--- src/rtl/csr_counter_bank.sv ---
// Machine/user performance counter bank: mcycle, minstret and NUM_HPM event
// counters, plus the mcountinhibit and mcounteren controls. It takes one CSR
// access per cycle and returns a registered response one cycle later.
module csr_counter_bank #(
   parameter int XLEN    = 64,
   parameter int NUM_HPM = 14,
   parameter int RET_W   = 2
) (
   input  logic                                   clk,
   input  logic                                   reset_n,
   input  logic                                   csr_req_v,
   input  logic                                   csr_we,
   input  logic [11:0]                            csr_addr,
   input  logic [XLEN-1:0]                        csr_wdata,
   input  logic                                   priv_user,
   input  logic [RET_W-1:0]                       retire_cnt,
   input  logic [((NUM_HPM > 0) ? NUM_HPM : 1)-1:0] hpm_event,
   output logic                                   csr_rvalid,
   output logic [XLEN-1:0]                        csr_rdata,
   output logic                                   csr_illegal
);

   // Implemented counter slots: bit 0 (cycle) and bits 2..2+NUM_HPM.
   localparam logic [63:0] MASK64   = ((64'd1 << (NUM_HPM + 3)) - 64'd1) & ~64'd2;
   localparam logic [31:0] CNT_MASK = MASK64[31:0];

   logic [63:0]     cnt [32];
   logic [31:0]     inhibit_q;
   logic [31:0]     enable_q;
   logic [63:0]     wdata_ext;
   logic [4:0]      idx;
   logic            is_hi;
   logic            ctr_ok;
   logic            is_ctr_m;
   logic            is_ctr_u;
   logic            is_inh;
   logic            is_en;
   logic            illegal_c;
   logic            wr_ok;
   logic            ctr_wr;
   logic            inh_wr;
   logic            en_wr;
   logic [63:0]     ctr_val;
   logic [63:0]     rd64;
   logic [XLEN-1:0] rdata_c;
   logic [63:0]     ctr_wr_val;

   // Address decode and access permission checks.
   always_comb begin
      idx      = csr_addr[4:0];
      is_hi    = csr_addr[7];
      ctr_ok   = ((csr_addr[7:5] == 3'b000) ||
                  ((XLEN == 32) && (csr_addr[7:5] == 3'b100))) && (idx != 5'd1);
      is_ctr_m = (csr_addr[11:8] == 4'hB) && ctr_ok;
      is_ctr_u = (csr_addr[11:8] == 4'hC) && ctr_ok;
      is_inh   = (csr_addr == 12'h320);
      is_en    = (csr_addr == 12'h306);
      illegal_c = 1'b0;
      if (!(is_ctr_m || is_ctr_u || is_inh || is_en))
         illegal_c = 1'b1;
      if (is_ctr_u && csr_we)
         illegal_c = 1'b1;
      if (priv_user && (is_ctr_m || is_inh || is_en))
         illegal_c = 1'b1;
      if (priv_user && is_ctr_u && !enable_q[idx])
         illegal_c = 1'b1;
   end

   // Read mux (pre-write values) and write data formation.
   always_comb begin
      wdata_ext = '0;
      wdata_ext[XLEN-1:0] = csr_wdata;
      ctr_val = cnt[idx];
      rd64 = '0;
      if (is_inh)
         rd64 = {32'd0, inhibit_q};
      else if (is_en)
         rd64 = {32'd0, enable_q};
      else if (is_ctr_m || is_ctr_u)
         rd64 = ((XLEN == 32) && is_hi) ? {32'd0, ctr_val[63:32]} : ctr_val;
      rdata_c = illegal_c ? '0 : rd64[XLEN-1:0];
      wr_ok  = csr_req_v && csr_we && !illegal_c;
      ctr_wr = wr_ok && is_ctr_m;
      inh_wr = wr_ok && is_inh;
      en_wr  = wr_ok && is_en;
      ctr_wr_val = wdata_ext;
      // A half write keeps the other half's pre-increment value.
      if (XLEN == 32)
         ctr_wr_val = is_hi ? {wdata_ext[31:0], ctr_val[31:0]}
                            : {ctr_val[63:32], wdata_ext[31:0]};
   end

   for (genvar g = 0; g < 32; g++) begin : g_cnt
      if ((g == 0) || (g == 2) || ((g >= 3) && (g < 3 + NUM_HPM))) begin : g_impl
         logic [63:0] q;
         logic [63:0] inc_amt;
         if (g == 0) begin : g_cyc
            assign inc_amt = 64'd1;
         end else if (g == 2) begin : g_ret
            assign inc_amt = 64'(retire_cnt);
         end else begin : g_hpm
            assign inc_amt = {63'd0, hpm_event[g-3]};
         end
         // Counter update; a CSR write takes priority over the increment.
         always_ff @(posedge clk or negedge reset_n) begin
            if (!reset_n)
               q <= '0;
            else if (ctr_wr && (idx == 5'(g)))
               q <= ctr_wr_val;
            else if (!inhibit_q[g])
               q <= q + inc_amt;
         end
         assign cnt[g] = q;
      end else begin : g_none
         assign cnt[g] = '0;
      end
   end

   // Inhibit and enable controls, with unimplemented bits held at zero.
   always_ff @(posedge clk or negedge reset_n) begin
      if (!reset_n) begin
         inhibit_q <= '0;
         enable_q  <= '0;
      end else begin
         if (inh_wr)
            inhibit_q <= wdata_ext[31:0] & CNT_MASK;
         if (en_wr)
            enable_q <= wdata_ext[31:0] & CNT_MASK;
      end
   end

   // Registered response, valid one cycle after the request.
   always_ff @(posedge clk or negedge reset_n) begin
      if (!reset_n) begin
         csr_rvalid  <= 1'b0;
         csr_rdata   <= '0;
         csr_illegal <= 1'b0;
      end else begin
         csr_rvalid  <= csr_req_v;
         csr_rdata   <= csr_req_v ? rdata_c : '0;
         csr_illegal <= csr_req_v && illegal_c;
      end
   end

endmodule
--- config.mk ---
export PLATFORM = sky130hd
export DESIGN_NAME = csr_counter_bank
export DESIGN_NICKNAME = d
export VERILOG_FILES = /design/src/rtl/csr_counter_bank.sv
export SDC_FILE = /design/constraint.sdc
export NUM_CORES = 2
export LEC_CHECK = 0
export BUFFER_PORTS_ARGS = -buffer_cell sky130_fd_sc_hd__buf_2
export CAP_MARGIN = 5
export CORE_MARGIN = 2
export CORE_UTILIZATION = 53
export CTS_BUF_LIST = sky130_fd_sc_hd__clkbuf_4 sky130_fd_sc_hd__clkbuf_8
export CTS_CLUSTER_SIZE = 24
export DETAILED_ROUTE_END_ITERATION = 8
export PLACE_DENSITY = 0.78
export SLEW_MARGIN = 25
export SYNTH_ARGS = -nofsm -noshare
export SYNTH_HDL_FRONTEND = slang
export SYNTH_SLANG_ARGS = --single-unit
--- constraint.sdc ---
create_clock -name clk -period 2.7 [get_ports clk]
set_input_delay 0.135 -clock clk [delete_from_list [all_inputs] [get_ports clk]]
set_output_delay 0.135 -clock clk [all_outputs]
set_load 0.05 [all_outputs]
* Word level (Yosys, flattened, before mapping)
Index checks and enable logic that the tools add are counted.
Storage, ports and cells: bits in registers 1122, input port bits 97, output and inout port bits 66, logic and storage cells 160
Cells by class: add/subtract/negate cells 16, magnitude comparators 2, eq/ne operators 36, muxes and demuxes 46, bitwise logic cells 1, reduce and logical (&&, ||, !) cells 38
Operators with widths (count):
- $mux W64 | 39
- $add A64 B1 Y64 | 14
- $bmux W64 S5 | 1
- $add A64 B1 Y64 const B | 1
- $add A64 B2 Y64 | 1
- $eq A5 B4 Y1 const B | 8
- $ne A2 B1 Y1 const B | 16
- $logic_and A1 B1 Y1 | 29
- $eq A12 B10 Y1 const B | 2
- $eq A5 B3 Y1 const B | 4
- $eq A5 B2 Y1 const B | 2
- $eq A4 B4 Y1 const B | 2
- $ge A6 B6 Y1 const B | 1
- $lt A5 B6 Y1 const B | 1
- $not A5 Y6 | 1
- $bmux W1 S5 | 1
- $eq A5 B5 Y1 const B | 1
- $logic_not A5 Y1 | 1
- $logic_or A1 B1 Y1 | 5
- $mux W1 | 5
- $ne A5 B1 Y1 const B | 1
- $logic_not A3 Y1 | 1
- $logic_not A1 Y1 | 2

* Depth between registers and ports, before layout
depth after elaboration 15, depth in mapped cells 11

* Worst setup path before layout
OpenSTA, ideal clock, no wires.
kind register to register, start point register g_cnt[12].g_impl.q[0], end point register g_cnt[12].g_impl.q[52], setup time 77 ps, arrival 2470 ps, required time 2623 ps, setup slack 152 ps, cell stages (with the launch flop) 10, buffers on the path 1, clock period less this slack 2548 ps, cells stage by stage dfrtp_1 > ha_1 > ha_1 > nand3_1 > or4_1 > nor4_2 > buf_2 > nand3_1 > xor2_1 > a21oi_1
On the way: word-level cells in the longest chain between the ends 3
Ends and longest elaborated chain:
- from (decl) | line 95 | logic [63:0] q;
- from (signal assigned) | line 109 | q <= ctr_wr_val;
- from (signal assigned) | line 111 | q <= q + inc_amt;
- $add A64 B1 Y64 | line 111
- $mux W64 | line 110 | else if (!inhibit_q[g])
- $mux W64 | line 108 | else if (ctr_wr && (idx == 5'(g)))
No other way between the ends. The select of a mux whose other input is x is not followed. A chain may end at the register's enable or synchronous reset.

* Worst setup path in the final report
start point input csr_addr[5], end point register g_cnt[10].g_impl.q[0]
On the way: word-level cells in the longest chain between the ends 15
Ends and longest elaborated chain:
- from (decl) | line 13 | input logic [11:0] csr_addr,
- $logic_not A3 Y1 | line 52 | ctr_ok = ((csr_addr[7:5] == 3'b000) ||
- $logic_and A1 B1 Y1 | line 53 | ((XLEN == 32) && (csr_addr[7:5] == 3'b100))) && (idx != 5'd1);
- $logic_and A1 B1 Y1, on equally long branches | line 54, 55
- $logic_or A1 B1 Y1 (3 in a row) | line 59 | if (!(is_ctr_m || is_ctr_u || is_inh || is_en))
- $mux W1 | line 59
- $mux W1 | line 61 | if (is_ctr_u && csr_we)
- $mux W1 | line 63 | if (priv_user && (is_ctr_m || is_inh || is_en))
- $mux W1 | line 65 | if (priv_user && is_ctr_u && !enable_q[idx])
- $logic_not A1 Y1 | line 82 | wr_ok = csr_req_v && csr_we && !illegal_c;
- $logic_and A1 B1 Y1 | line 82
- $logic_and A1 B1 Y1 * | line 83 | ctr_wr = wr_ok && is_ctr_m;
- $logic_and A1 B1 Y1 * | line 108
- $ne A2 B1 Y1 (no line) or $mux W64 (tied branches)
- to (signal assigned) | line 109
- to (signal assigned) | line 111
- to (decl) | line 95
Mark *: on every way between the ends. The rest lies on a longest branch, timed or not.

==> impl_metrics.prom <==
# TYPE chip_impl_metric gauge
chip_impl_metric{name="final.setup.tns",unit="ps"} -13.5
chip_impl_metric{name="cts_made_buffers",unit=""} 188
chip_impl_metric{name="grt.overflow.total",unit=""} 0
chip_impl_metric{name="place_hpwl",unit="mm"} 182
chip_impl_metric{name="placeableCoreArea",unit="µm²"} 129000
chip_impl_info{name="synth_ff_type",value="sky130_fd_sc_hd__dfrtp_1"} 1
chip_impl_metric{name="timing.clock.skew",unit="ps"} 59.2
chip_impl_info{name="worstPathCellList",value="dlygate4sd3_1, buf_2, or4b_4, or4_4, buf_6, nor4b_2, buf_4, nand2_1, buf_4, buf_6, a21oi_2, dlygate4sd3_1"} 1
chip_impl_info{name="synth.top_cells.by_area",value="sky130_fd_sc_hd__dfrtp_1 (41%), sky130_fd_sc_hd__xnor2_1 (7.1%), sky130_fd_sc_hd__mux4_2 (6.3%)"} 1
chip_impl_info{name="critPathLaunchType",value="input pin"} 1
chip_impl_info{name="min-delay-path-class",value="in -> reg"} 1
chip_impl_info{name="worstSetupEndpointType",value="flip-flop"} 1
chip_impl_metric{name="netlist_instances",unit=""} 7763
chip_impl_metric{name="dr_total_vias",unit=""} 64800
chip_impl_metric{name="whs",unit="ps"} 133
chip_impl_metric{name="synth_seq_area_share",unit="%"} 40.8
chip_impl_metric{name="total_area_of_sequential_cells",unit="µm²"} 28100
chip_impl_metric{name="critPathRequiredTime",unit="ps"} 3600
chip_impl_metric{name="fillerInstances",unit=""} 10500
chip_impl_metric{name="tightest_pin_transition",unit="ps"} 1100
chip_impl_metric{name="timing.final.max_slew_violations",unit=""} 0
chip_impl_metric{name="async_flop_share",unit="%"} 100
chip_impl_metric{name="regToRegSetupSlack",unit="ps"} 20
chip_impl_metric{name="synthesis.yosys.warnings",unit=""} 0
chip_impl_metric{name="clock-sinks",unit=""} 1122
chip_impl_metric{name="cts_buffer_depth",unit=""} 3
chip_impl_info{name="crit_path_top_delay_cell",value="sky130_fd_sc_hd__or4_4"} 1
chip_impl_info{name="failed_checks",value="DRC, setup timing"} 1
chip_impl_metric{name="slew-limit-headroom",unit="%"} 26.9
chip_impl_metric{name="design.final.nets",unit=""} 8246
chip_impl_metric{name="drt_first_pass_iters",unit=""} 9
chip_impl_metric{name="post_dp_cell_area",unit="µm²"} 74000
chip_impl_metric{name="die_w",unit="µm"} 364
chip_impl_info{name="r2r-end",value="g_cnt[4].g_impl.q[60]"} 1
chip_impl_metric{name="wire_per_inst",unit="µm"} 25.8
chip_impl_metric{name="std_cell_rows",unit=""} 132
chip_impl_metric{name="synth_edf_count",unit=""} 0
chip_impl_metric{name="power.ir.vdd_worst",unit="µV"} 505
chip_impl_metric{name="number_of_global_route_vias_before_repair",unit=""} 62900
chip_impl_metric{name="final_weighted_congestion_in_routability_driven_placement",unit=""} 1.03
chip_impl_metric{name="initial_utilization",unit="%"} 53.2
chip_impl_metric{name="maxClockFrequency",unit="MHz"} 369
chip_impl_info{name="tritoncts",value="yes"} 1
chip_impl_metric{name="io_pins",unit=""} 163
chip_impl_metric{name="finalHoldViolations",unit=""} 0
chip_impl_metric{name="grt_start_max_net_pins",unit=""} 125
chip_impl_metric{name="max_cap_viol_count",unit=""} 0
chip_impl_metric{name="die_height",unit="µm"} 364
chip_impl_metric{name="post-place-ws",unit="ps"} -107
chip_impl_metric{name="timing.hold.worst_path_depth",unit=""} 8
chip_impl_metric{name="synth.avg_cell_area",unit="µm²"} 8.86
chip_impl_metric{name="flow.area_growth_from_synthesis",unit="%"} 15.8
chip_impl_info{name="netlist_top_cells_count",value="sky130_fd_sc_hd__dfrtp_1 (1122), sky130_fd_sc_hd__nor2_1 (1030), sky130_fd_sc_hd__a21oi_1 (815)"} 1
chip_impl_metric{name="crit_path_max_fanout",unit=""} 12
chip_impl_metric{name="final_layout_size_suffix_gt1_share",unit="%"} 15.5
chip_impl_metric{name="worst-endpoint-arrival",unit="ps"} 3610
chip_impl_info{name="most_numerous_cell_in_the_yosys_netlist",value="sky130_fd_sc_hd__dfrtp_1"} 1
chip_impl_metric{name="postRouteAntennaNets",unit=""} 0
chip_impl_metric{name="route.detailed.vias_per_inst",unit=""} 6.48
chip_impl_info{name="r2r-start",value="g_cnt[4].g_impl.q[40]"} 1
chip_impl_metric{name="multiInputGateArea",unit="µm²"} 38300
chip_impl_metric{name="max_stage_delay",unit="ps"} 610
chip_impl_metric{name="setup_slack",unit="ps"} -13.5
chip_impl_metric{name="final_area",unit="µm²"} 79700
chip_impl_metric{name="cellLeakagePower",unit="nW"} 32.6
chip_impl_metric{name="rr_worst_depth",unit=""} 6
chip_impl_metric{name="power.total",unit="W"} 0.0434
chip_impl_metric{name="synthesis.nets",unit=""} 7892
chip_impl_metric{name="synth_cell_type_count",unit=""} 70
chip_impl_info{name="hold_start",value="csr_addr[1]"} 1
chip_impl_metric{name="final-setup-viol-count",unit=""} 1
chip_impl_info{name="status",value="finished, violations left"} 1
chip_impl_info{name="synth_top_area_cell",value="sky130_fd_sc_hd__dfrtp_1"} 1
chip_impl_metric{name="synthDominantCellAreaShare",unit="%"} 40.8
chip_impl_metric{name="synth_area",unit="µm²"} 68800
chip_impl_metric{name="starting_drt_drc_count",unit=""} 9090
chip_impl_metric{name="cts_max_level",unit=""} 4
chip_impl_metric{name="grt_pass1_wl",unit="mm"} 381
chip_impl_metric{name="power_per_cell_area",unit="nW/µm²"} 545
chip_impl_metric{name="port_buffers",unit=""} 162
chip_impl_metric{name="yosys_register_bits",unit=""} 1122
chip_impl_info{name="crit_type",value="in -> reg"} 1
chip_impl_metric{name="die_area",unit="µm²"} 133000
chip_impl_info{name="root_buffer",value="sky130_fd_sc_hd__clkbuf_8"} 1
chip_impl_info{name="hold_path_end",value="csr_rdata[12]"} 1
chip_impl_metric{name="clock_latency_of_the_later_clocked_register_in_the_worst_skew_pair",unit="ps"} 960
chip_impl_metric{name="drc",unit=""} 2
chip_impl_metric{name="postRouteWirelength",unit="mm"} 258
chip_impl_metric{name="min_period_over_period",unit="%"} 101
chip_impl_metric{name="grt_util_all_layers",unit="%"} 38.2
chip_impl_metric{name="fin_crit",unit="ps"} 2710
chip_impl_metric{name="antenna_violations_before_repair",unit=""} 11
chip_impl_metric{name="clkTransAtPathRegs",unit="ps"} 70
==> cell usage in the layout (no fill, tap or decap), types with 132 or more instances in the layout <==
master	synthesis	layout
sky130_fd_sc_hd__a21oi_1	815	814
sky130_fd_sc_hd__and3_1	141	141
sky130_fd_sc_hd__buf_2	56	158
sky130_fd_sc_hd__buf_4	0	384
sky130_fd_sc_hd__clkbuf_8	0	237
sky130_fd_sc_hd__dfrtp_1	1122	1122
sky130_fd_sc_hd__inv_1	132	132
sky130_fd_sc_hd__mux2i_1	160	160
sky130_fd_sc_hd__mux4_2	193	193
sky130_fd_sc_hd__nand2_1	703	693
sky130_fd_sc_hd__nand3_1	372	367
sky130_fd_sc_hd__nand4_1	289	289
sky130_fd_sc_hd__nor2_1	1030	1025
sky130_fd_sc_hd__nor3_1	263	262
sky130_fd_sc_hd__o21ai_0	309	308
sky130_fd_sc_hd__xnor2_1	559	558
sky130_fd_sc_hd__xor2_1	426	426
==> worst max-delay path, delay by kind of cell <==
family,cells,cell delay (ps)
buffers and inverters,7,1910
and+or+nand+nor,4,1420
AOI/OAI and AO/OA,1,130
==> logic make-up after synthesis <==
group	synth area share (%)
DFF	40.8
AOI/OAI and AO/OA	10.1
and+or+nand+nor	22.6
adders and majority gates	0.593
muxes	9.34
buffers and inverters	4.05
xor gates and xnor gates	12.5
==> where the power goes <==
group,switching [W],internal (W),leakage (nW),total (W)
Clock,0.00753,0.00944,2.20,0.0170
Sequential,0.00138,0.0178,15.1,0.0192
Combinational,0.00435,0.00292,15.3,0.00727
Total,0.0133,0.0302,32.6,0.0434
==> stage by stage <==
stage,instances,util (%)
final,10000,61.7
after global routing,10000,61.7
after CTS,9998,61.4
after detailed placement,9545,57.3
after global placement,9545,57.3
after floorplan,7763,-
==> worst max path at each step <==
stage	start	slack, ps	to
after floorplan	g_cnt[12].g_impl.q[0]	150	g_cnt[12].g_impl.q[52]
after global placement	g_cnt[4].g_impl.q[0]	-80	g_cnt[4].g_impl.q[40]
after detailed placement	g_cnt[4].g_impl.q[0]	-110	g_cnt[4].g_impl.q[40]
after CTS	g_cnt[4].g_impl.q[0]	1	g_cnt[4].g_impl.q[54]
after global routing	g_cnt[6].g_impl.q[0]	-50	g_cnt[6].g_impl.q[26]
final	csr_addr[5]	-10	g_cnt[10].g_impl.q[0]
==> cell type report <==
cell class / count / share of cell area [%]
timing repair buffer: 740 / 8.14
clock buffer: 301 / 4.70
antenna: 2 / 0.00628
sequential: 1122 / 35.2
clock inverter: 37 / 0.520
inverter: 132 / 0.622
multi-input combinational: 5933 / 48.0
tap: 1742 / 2.74
==> sequential cells by signal, summed over array words and instances (netlist names) <==
register and flops:
csr_illegal 1, csr_rdata 64, csr_rvalid 1, enable_q 16
g_cnt.g_impl.q 1024, inhibit_q 16
==> metal layers <==
metal,global-route usage [%],vias to the layer above,wire (µm)
met4,26.5,8,21800
met1,47.4,30900,89600
li1,-,28000,-
met2,57.1,4654,111000
met3,11.5,1242,35200
met5,0.254,-,80
==> timing repair <==
action                                  4_1_cts  5_1_grt
hold buffers                                114        0
endpoints found under the hold margin      2215        0
pin swaps                                     1        7
setup buffers                                 1        5
gates cloned                                  0        5
gates resized for setup                       5       38
endpoints found under the setup margin       10      131
Power figures use the tool's default switching activity.
